File: config.mk
export PLATFORM = sky130hd
export DESIGN_NAME = fifo_uart_tx_flat
export DESIGN_NICKNAME = d
export VERILOG_FILES = /design/src/rtl/fifo_uart_tx_pkg.sv /design/src/rtl/fifo_uart_tx_if.sv /design/src/rtl/fifo_uart_tx_baud_tick.sv /design/src/rtl/fifo_uart_tx.sv /design/src/flat_wrapper.sv
export SDC_FILE = /design/constraint.sdc
export NUM_CORES = 1
export LEC_CHECK = 0
export CORE_ASPECT_RATIO = 0.75
export CORE_MARGIN = 2
export CORE_UTILIZATION = 45
export DETAILED_ROUTE_END_ITERATION = 12
export GPL_TIMING_DRIVEN = 0
export PLACE_DENSITY = 0.71
export RECOVER_POWER = 50
export SLEW_MARGIN = 20
export SYNTH_ARGS = -nofsm -noshare
export SYNTH_HDL_FRONTEND = slang
export SYNTH_SLANG_ARGS = --single-unit
File: constraint.sdc
create_clock -name clk -period 4.15 [get_ports clk]
set_clock_uncertainty 0.15 [all_clocks]
set_input_delay 1.0375 -clock clk [delete_from_list [all_inputs] [get_ports clk]]
set_output_delay 1.0375 -clock clk [all_outputs]
set_load 0.005 [all_outputs]
File: src/rtl/fifo_uart_tx_pkg.sv
// Shared definitions for the FIFO-fed UART transmitter: FSM encoding, line levels,
// and the baud-counter width helper. Build option: FIFO_UART_TX_PARITY_EN.
package fifo_uart_tx_pkg;

  typedef enum logic [2:0] {
    ST_IDLE   = 3'd0,
    ST_POP    = 3'd1,
    ST_WAIT   = 3'd2,
    ST_START  = 3'd3,
    ST_DATA   = 3'd4,
    ST_STOP   = 3'd5,
    ST_PARITY = 3'd6
  } state_t;

  localparam logic UART_IDLE_LEVEL  = 1'b1;
  localparam logic UART_START_LEVEL = 1'b0;

  // Baud counter width: log2(clks_per_bit)+1 bits
  function automatic int calc_cnt_width(input int clks_per_bit);
    return $clog2(clks_per_bit) + 1;
  endfunction

endpackage

File: src/rtl/fifo_uart_tx_if.sv
// FIFO read-port and UART line bundle between the FIFO side and the transmitter.
// master = transmitter side, slave = FIFO/pin side.
interface fifo_uart_tx_if #(
  parameter int data_width = 8
);
  logic                  fifo_empty;
  logic [data_width-1:0] fifo_dout;
  logic                  fifo_rd_en;
  logic                  tx;
  logic                  busy;

  modport master (
    input  fifo_empty, fifo_dout,
    output fifo_rd_en, tx, busy
  );

  modport slave (
    output fifo_empty, fifo_dout,
    input  fifo_rd_en, tx, busy
  );
endinterface

File: src/rtl/fifo_uart_tx_baud_tick.sv
// Bit-period timer: counts 0..clks_per_bit-1 and pulses tick on the last count.
// Shared with the matching UART receiver.
module uart_baud_tick
  import fifo_uart_tx_pkg::*;
#(
  parameter int clks_per_bit = 10,
  parameter int cnt_width    = calc_cnt_width(clks_per_bit)
) (
  input  logic clk,
  input  logic rst,
  input  logic clear,
  output logic tick
);
  localparam logic [cnt_width-1:0] CNT_LAST = cnt_width'(clks_per_bit - 1);

  logic [cnt_width-1:0] cnt_reg;

  always_ff @(posedge clk) begin
    if (rst || clear) begin
      cnt_reg <= '0;
    end else if (cnt_reg == CNT_LAST) begin
      cnt_reg <= '0;
    end else begin
      cnt_reg <= cnt_reg + 1'b1;
    end
  end

  assign tick = (cnt_reg == CNT_LAST);

endmodule

File: src/rtl/fifo_uart_tx.sv
// Pops bytes from the async FIFO read port and sends each as an 8N1 UART frame, LSB first.
// Define FIFO_UART_TX_PARITY_EN to add an even-parity bit (8E1).
module fifo_uart_tx
  import fifo_uart_tx_pkg::*;
#(
  parameter int data_width   = 8,
  parameter int clk_freq     = 50000000,
  parameter int baud_rate    = 115200,
  parameter int clks_per_bit = clk_freq / baud_rate,
  parameter int cnt_width    = calc_cnt_width(clks_per_bit)
) (
  input  logic             clk,
  input  logic             rst,
  fifo_uart_tx_if.master   bus
);
  localparam int IDX_W = (data_width > 1) ? $clog2(data_width) : 1;
  localparam logic [IDX_W-1:0] IDX_LAST = IDX_W'(data_width - 1);

  state_t                state_reg, state_next;
  logic [data_width-1:0] shift_reg, shift_next;
  logic [IDX_W-1:0]      idx_reg, idx_next;
  logic                  tx_reg, tx_next;
  logic                  rd_en_reg;
  logic                  busy_reg;
  logic                  baud_clear;
  logic                  baud_tick;
`ifdef FIFO_UART_TX_PARITY_EN
  logic                  parity_reg, parity_next;
`endif

  uart_baud_tick #(
    .clks_per_bit (clks_per_bit),
    .cnt_width    (cnt_width)
  ) u_baud (
    .clk   (clk),
    .rst   (rst),
    .clear (baud_clear),
    .tick  (baud_tick)
  );

  always_comb begin
    state_next = state_reg;
    shift_next = shift_reg;
    idx_next   = idx_reg;
    baud_clear = 1'b0;
`ifdef FIFO_UART_TX_PARITY_EN
    parity_next = parity_reg;
`endif
    case (state_reg)
      ST_IDLE: begin
        if (!bus.fifo_empty) state_next = ST_POP;
      end
      ST_POP: state_next = ST_WAIT;
      ST_WAIT: begin
        shift_next = bus.fifo_dout;
        baud_clear = 1'b1;
        state_next = ST_START;
`ifdef FIFO_UART_TX_PARITY_EN
        parity_next = ^bus.fifo_dout;
`endif
      end
      ST_START: begin
        if (baud_tick) begin
          state_next = ST_DATA;
          idx_next   = '0;
        end
      end
      ST_DATA: begin
        if (baud_tick) begin
          shift_next = shift_reg >> 1;
          if (idx_reg == IDX_LAST) begin
`ifdef FIFO_UART_TX_PARITY_EN
            state_next = ST_PARITY;
`else
            state_next = ST_STOP;
`endif
          end else begin
            idx_next = idx_reg + 1'b1;
          end
        end
      end
`ifdef FIFO_UART_TX_PARITY_EN
      ST_PARITY: begin
        if (baud_tick) state_next = ST_STOP;
      end
`endif
      ST_STOP: begin
        if (baud_tick) state_next = ST_IDLE;
      end
      default: state_next = ST_IDLE;
    endcase

    // Line level is computed from the upcoming state so tx stays a registered output
    tx_next = UART_IDLE_LEVEL;
    case (state_next)
      ST_START:  tx_next = UART_START_LEVEL;
      ST_DATA:   tx_next = shift_next[0];
`ifdef FIFO_UART_TX_PARITY_EN
      ST_PARITY: tx_next = parity_next;
`endif
      default:   tx_next = UART_IDLE_LEVEL;
    endcase
  end

  always_ff @(posedge clk) begin
    if (rst) begin
      state_reg <= ST_IDLE;
      shift_reg <= '0;
      idx_reg   <= '0;
      tx_reg    <= UART_IDLE_LEVEL;
      rd_en_reg <= 1'b0;
      busy_reg  <= 1'b0;
`ifdef FIFO_UART_TX_PARITY_EN
      parity_reg <= 1'b0;
`endif
    end else begin
      state_reg <= state_next;
      shift_reg <= shift_next;
      idx_reg   <= idx_next;
      tx_reg    <= tx_next;
      rd_en_reg <= (state_next == ST_POP);
      busy_reg  <= (state_next != ST_IDLE);
`ifdef FIFO_UART_TX_PARITY_EN
      parity_reg <= parity_next;
`endif
    end
  end

  assign bus.tx         = tx_reg;
  assign bus.fifo_rd_en = rd_en_reg;
  assign bus.busy       = busy_reg;

endmodule

File: src/flat_wrapper.sv
// flat-port wrapper written by rule: the top's interface ports become plain ports
module fifo_uart_tx_flat import fifo_uart_tx_pkg::*;
#(
  parameter int data_width   = 8,
  parameter int clk_freq     = 50000000,
  parameter int baud_rate    = 115200,
  parameter int clks_per_bit = clk_freq / baud_rate,
  parameter int cnt_width    = calc_cnt_width(clks_per_bit)
)
  (clk, rst, bus_fifo_empty, bus_fifo_dout, bus_fifo_rd_en, bus_tx, bus_busy);
  fifo_uart_tx_if #(.data_width(data_width)) bus_i ();
  input  logic clk;
  input  logic rst;
  input wire logic [$bits(bus_i.fifo_empty)-1:0] bus_fifo_empty;
  input wire logic [$bits(bus_i.fifo_dout)-1:0] bus_fifo_dout;
  output wire logic [$bits(bus_i.fifo_rd_en)-1:0] bus_fifo_rd_en;
  output wire logic [$bits(bus_i.tx)-1:0] bus_tx;
  output wire logic [$bits(bus_i.busy)-1:0] bus_busy;
  assign bus_i.fifo_empty = bus_fifo_empty;
  assign bus_i.fifo_dout = bus_fifo_dout;
  assign bus_fifo_rd_en = bus_i.fifo_rd_en;
  assign bus_tx = bus_i.tx;
  assign bus_busy = bus_i.busy;
  fifo_uart_tx #(.data_width(data_width), .clk_freq(clk_freq), .baud_rate(baud_rate), .clks_per_bit(clks_per_bit), .cnt_width(cnt_width)) u_core (.clk(clk), .rst(rst), .bus(bus_i));
endmodule
Word level (Yosys, flattened, before mapping)
Cells that the tools add are included.
Operators by class
  $add $sub $neg: 2
  reductions and logical operators: 8
  mux-type cells: 14
  equal/unequal tests: 13
Operators with widths (count)
  3-bit 2-to-1 mux: 8
  3-bit one-hot mux with 6 select lines: 1
  8-bit one-hot mux with 2 select lines: 1
  3-bit == test (second input constant): 4
  10-bit by 1-bit adder with 10-bit output (second input constant): 1
  10-bit by 9-bit == test with 1-bit output (second input constant): 1
  3-bit by 2-bit == test with 1-bit output (second input constant): 3
  8-bit 2-to-1 mux: 1
  3-bit by 1-bit == test with 1-bit output (second input constant): 2
  3-bit one-hot mux with 2 select lines: 1
  2-bit by 1-bit inequality test with 1-bit output (second input constant): 2
  4-bit AND reduction: 1
  2-bit nonzero test: 2
  3-bit by 1-bit adder with 3-bit output (second input constant): 1
  3-bit logical NOT: 1
  3-bit nonzero test: 1
  2-bit inequality test (second input constant): 1
  1-bit one-hot mux with 2 select lines: 1
  2-bit AND reduction: 1
  2-bit OR reduction: 1
  1-bit logical OR: 1
  1-bit 2-to-1 mux: 1
Storage, ports and cells
  flip-flop bits (word level): 27
  output and inout port bits: 3
  logic and storage cells: 45
  input bits: 11

Longest topological paths before layout
  depth after elaboration: 6
  gate-level depth with buffers: 8
  gate-level depth less buffers: 7

Cells and area by module
From an unflattened synthesis, not the netlist that was laid out.
Unflattened totals
  cells, all modules: 143
  area, all modules: 1308.8 µm²
By module, submodules not included
  fifo_uart_tx: area an instance 862.1 µm², sequential area each 340.3 µm², times used 1, cells each 91
  uart_baud_tick: area an instance 446.7 µm², sequential area each 200.2 µm², times used 1, cells each 52

Worst setup path before layout
OpenSTA, ideal clock, no wires.
  path kind: input port to flip-flop
  from: input port rst
  to: register u_core.u_baud.cnt_reg[2]
  stages on the path: 4
  path buffers: 2
  slack: 2.101 ns
  setup time: 0.064 ns
  data arrival time: 1.835 ns
  required time: 3.936 ns
  cells stage by stage: clkbuf_1 -> or3_1 -> buf_2 -> nor2_1
Between the ends
  cells in the longest elaborated chain, start to end: 2
RTL lines
  start, declared: RTL line flat_wrapper.sv:13  | input logic rst;
  1-bit logical OR: RTL line fifo_uart_tx_baud_tick.sv:19  | if (rst || clear) begin
  2-bit OR reduction (no line)
  end signal, assigned: RTL line fifo_uart_tx_baud_tick.sv:24  | cnt_reg <= cnt_reg + 1'b1;
  end, declared: RTL line fifo_uart_tx_baud_tick.sv:16  | logic [cnt_width-1:0] cnt_reg;
No other way between the ends.
A chain may end at the register's enable or synchronous reset.

Final worst setup path
  from: register u_core.u_baud.cnt_reg[0]
  to: register u_core.tx_reg, in the netlist u_core.bus.tx
Between the ends
  cells in the longest elaborated chain, start to end: 5
  elaborated cells on any way between the ends: 10
  classes of those cells: eq/ne (3); mux (7)
RTL lines
  10-bit by 9-bit == test with 1-bit output *: RTL line fifo_uart_tx_baud_tick.sv:28  | assign tick = (cnt_reg == CNT_LAST);
  3-bit 2-to-1 mux (on tied branches): RTL line fifo_uart_tx.sv:88, fifo_uart_tx.sv:63, fifo_uart_tx.sv:69
  3-bit one-hot mux with 6 select lines: RTL line fifo_uart_tx.sv:49  | case (state_reg)
  3-bit == test or 3-bit by 2-bit == test with 1-bit output (tied branches): RTL line fifo_uart_tx.sv:95  | case (state_next)
  1-bit one-hot mux with 2 select lines *: RTL line fifo_uart_tx.sv:95
  end signal, assigned: RTL line fifo_uart_tx.sv:120  | tx_reg <= tx_next;
  end, declared: RTL line fifo_uart_tx.sv:22  | logic tx_reg, tx_next;
Every way passes the cells marked *; elsewhere a longest branch is shown, timed or not. The select of a mux whose other input is x is not followed.

==> metrics.txt <==
Post-DP HPWL=1712 um; Final ANT Viol Nets=0; Critical R2R Launch=u_core.u_baud.cnt_reg[0]; CTS H-tree lvls=1; grt peak-use layer=met2; number of global-route vias before repair=roughly 950; maximum clock frequency=roughly 400 MHz; nets=167; grt met3 use=0.04036; area grow syn2layout=13.95%; Hold Path Class=register to register; Yosys cell types=39; cells resized by post-CTS repair=0; most frequent cells in the layout=dfxtp_1 (27), nor2_1 (20), nand2_1 (12), clkdlybuf4s50_1 (12), a21oi_1 (9); Final period util=0.6025; clk buf depth=2; DIE AREA=3297 um2; Period minus WS final=between 2 and 3 ns; clk_lat worst skew=0.27 ns; Syn Area/Cell=9.500 um2; RSZ-0062 raised after global routing=no; Synth Warn #=0; Maximum Capacitance Violations=0; starting density of the core=0.4817; top cell type by total area after synthesis=dfxtp_1; CTS Buf Count=3; delay-heaviest family, CP=simple AND/OR/NAND/NOR gates; vias per cell=5.193; Cell Rows=16; crit-path max FO=10; CP Cell Sequence=ha_1 > nor4bb_1 > and4_1 > clkbuf_1 > nor2_1 > a211oi_1 > mux2i_1; worst path arrival time=2.50 ns; worst slew pin tran=0.5054 ns; endpoints failing hold=0; post-synth top area share=0.4215; Diodes inserted=0; async set-reset flop share out of synthesis=0; pwr dens=roughly 330 nW/um2; syn nets=150; crit start category=register; GR Layer Usage met1=0.1941; WP data required=4.15 ns; per-cell routed wire length=12.40 um; status=finished clean; register area share after synthesis=0.4215; Starting DRT DRC Count=36; first-pass GRT wire length=approximately 4000 um; Hold Path Depth=2; Overflow after GRT=0; R2R Setup Slk=1.65 ns; max reg flops=10; share of layout cells above drive strength 1=0.09934; ys flop type=dfxtp_1; Slew Viols, Final=0; Static Leakage=0.5473 nW; register clock-pin slew on the reported worst setup and hold paths=roughly 0.09 ns; hold buffers post-CTS=0; Remaining DRCs=0; Setup violations, final=0; global placer's final weighted congestion=0.8133; Hold Slack=0.3113 ns; GR Util All Layers=0.1524; Cell Area, Synth=1282 um2; synth top area cells=dfxtp_1 (42%), nor2_1 (5.6%), xor2_1 (4.8%); reg2reg path depth=7; Die W=65.65 um; number of buffers added on ports=12; Gate Count Post-Synth=135; Core Area=about 2700 um2; num ports=14; clk sinks=27; largest vdd supply drop=0.1859 mV; Critical-path top delay cell=nor4bb_1; WL final=2319 um; critical path class=register to register; hold_sp=u_core.shift_reg[5]; initial antenna violation count=0; crit path capture type=register; largest net degree at the start of global routing=16; commonest non-fill, non-tap cell in the layout=dfxtp_1; # fillers=~230; end of the worst hold path=u_core.shift_reg[5]; TNS Setup=0 ns; r2r endpoint=u_core.bus.tx; Post-synth EDFFs=0; routed vias=roughly 970; GR Layer Usage met2=0.2643; flops & latches, synth=27; Rel. slew slack=0.6618; TritonCTS clock tree=built; Clock Tree Root=clkbuf_8; Buf/Inv on CP=1; slowest cell delay on critical path=0.44 ns; chip height=50.23 um; Post-CTS Setup Inserts=0; First-pass DRT Iterations=4
[area by class of cell]
class                   count  area [um2]  area share
clock buffers               3       41.29     0.02825
clock inverters             1       5.005    0.003425
multi-input cells          95       650.6      0.4452
flip-flops and latches     27       540.5      0.3699
well taps                  36       45.04     0.03082
repair buffers             12       120.1     0.08219
inverters                   5       18.77     0.01284
plain buffers               8       40.04     0.02740
[tightest hold or removal path, delay by kind of cell, from the launching register on]
family | cells | cell delay (ns)
flip-flops | 1 | 0.32
AO/OA/AOI/OAI | 1 | 0.05
AND/OR/NAND/NOR | 1 | 0.05
[logic make-up (layout without fill, tap and decap cells)]
group,count (synthesis),after routing,synth area share
and+or+nand+nor,54,54,0.2429
DFF,27,27,0.4215
AOI/OAI and AO/OA,25,25,0.1620
buffers and inverters,13,29,0.04976
xor gates and xnor gates,9,9,0.06147
adders and majority gates,4,4,0.03903
muxes,3,3,0.02342
[Yosys cell counts (2+ instances only)]
cell type / number
nor3_1: 2
mux2i_1: 3
nor2_1: 19
a21oi_1: 9
and2_1: 2
buf_4: 3
dfxtp_1: 27
xor2_1: 7
a22oi_1: 8
ha_1: 4
buf_2: 2
nand3_1: 3
nand4_1: 3
xnor2_1: 2
nand2_1: 12
clkbuf_1: 2
inv_1: 5
[metrics by stage]
stage / area (um2) / power, mW / cells / util / setup slack, ns
detailed placement: 1448 / 0.3492 / 183 / 0.5437 / 1.713
global placement: 1448 / 0.3461 / 183 / 0.5437 / 1.731
CTS: 1494 / 0.4959 / 187 / 0.5611 / 1.873
global route: 1461 / 0.5120 / 187 / 0.5489 / 1.447
finish: 1461 / 0.4875 / 187 / 0.5489 / 1.649
floorplan: 1282 / 0.3256 / 135 / - / 2.101
[layer usage]
metal | vias to the layer above | part of all wire
met2 | 24 | 0.47
met4 | 0 | 0
met5 | - | 0
met1 | 446 | 0.47
li1 | 501 | -
met3 | 0 | 0.061
[power by group]
group          internal, mW  leakage (nW)  switching, mW
clock                0.0672        0.0255         0.0793
sequential            0.271         0.220        0.00600
combinational        0.0311         0.302         0.0332
total                 0.369         0.547          0.119
[how the worst max path moves through the flow]
stage                                        start                  endpoint  depth (start not counted)
after floorplan                                rst  u_core.u_baud.cnt_reg[2]                          4
after global placement              bus_fifo_empty             u_core.bus.tx                          4
after detailed placement            bus_fifo_empty             u_core.bus.tx                          4
after CTS                            u_core.bus.tx                    bus_tx                          1
after global routing      u_core.u_baud.cnt_reg[0]             u_core.bus.tx                          7
final                     u_core.u_baud.cnt_reg[0]             u_core.bus.tx                          7
(Power assumes the default switching activity.)
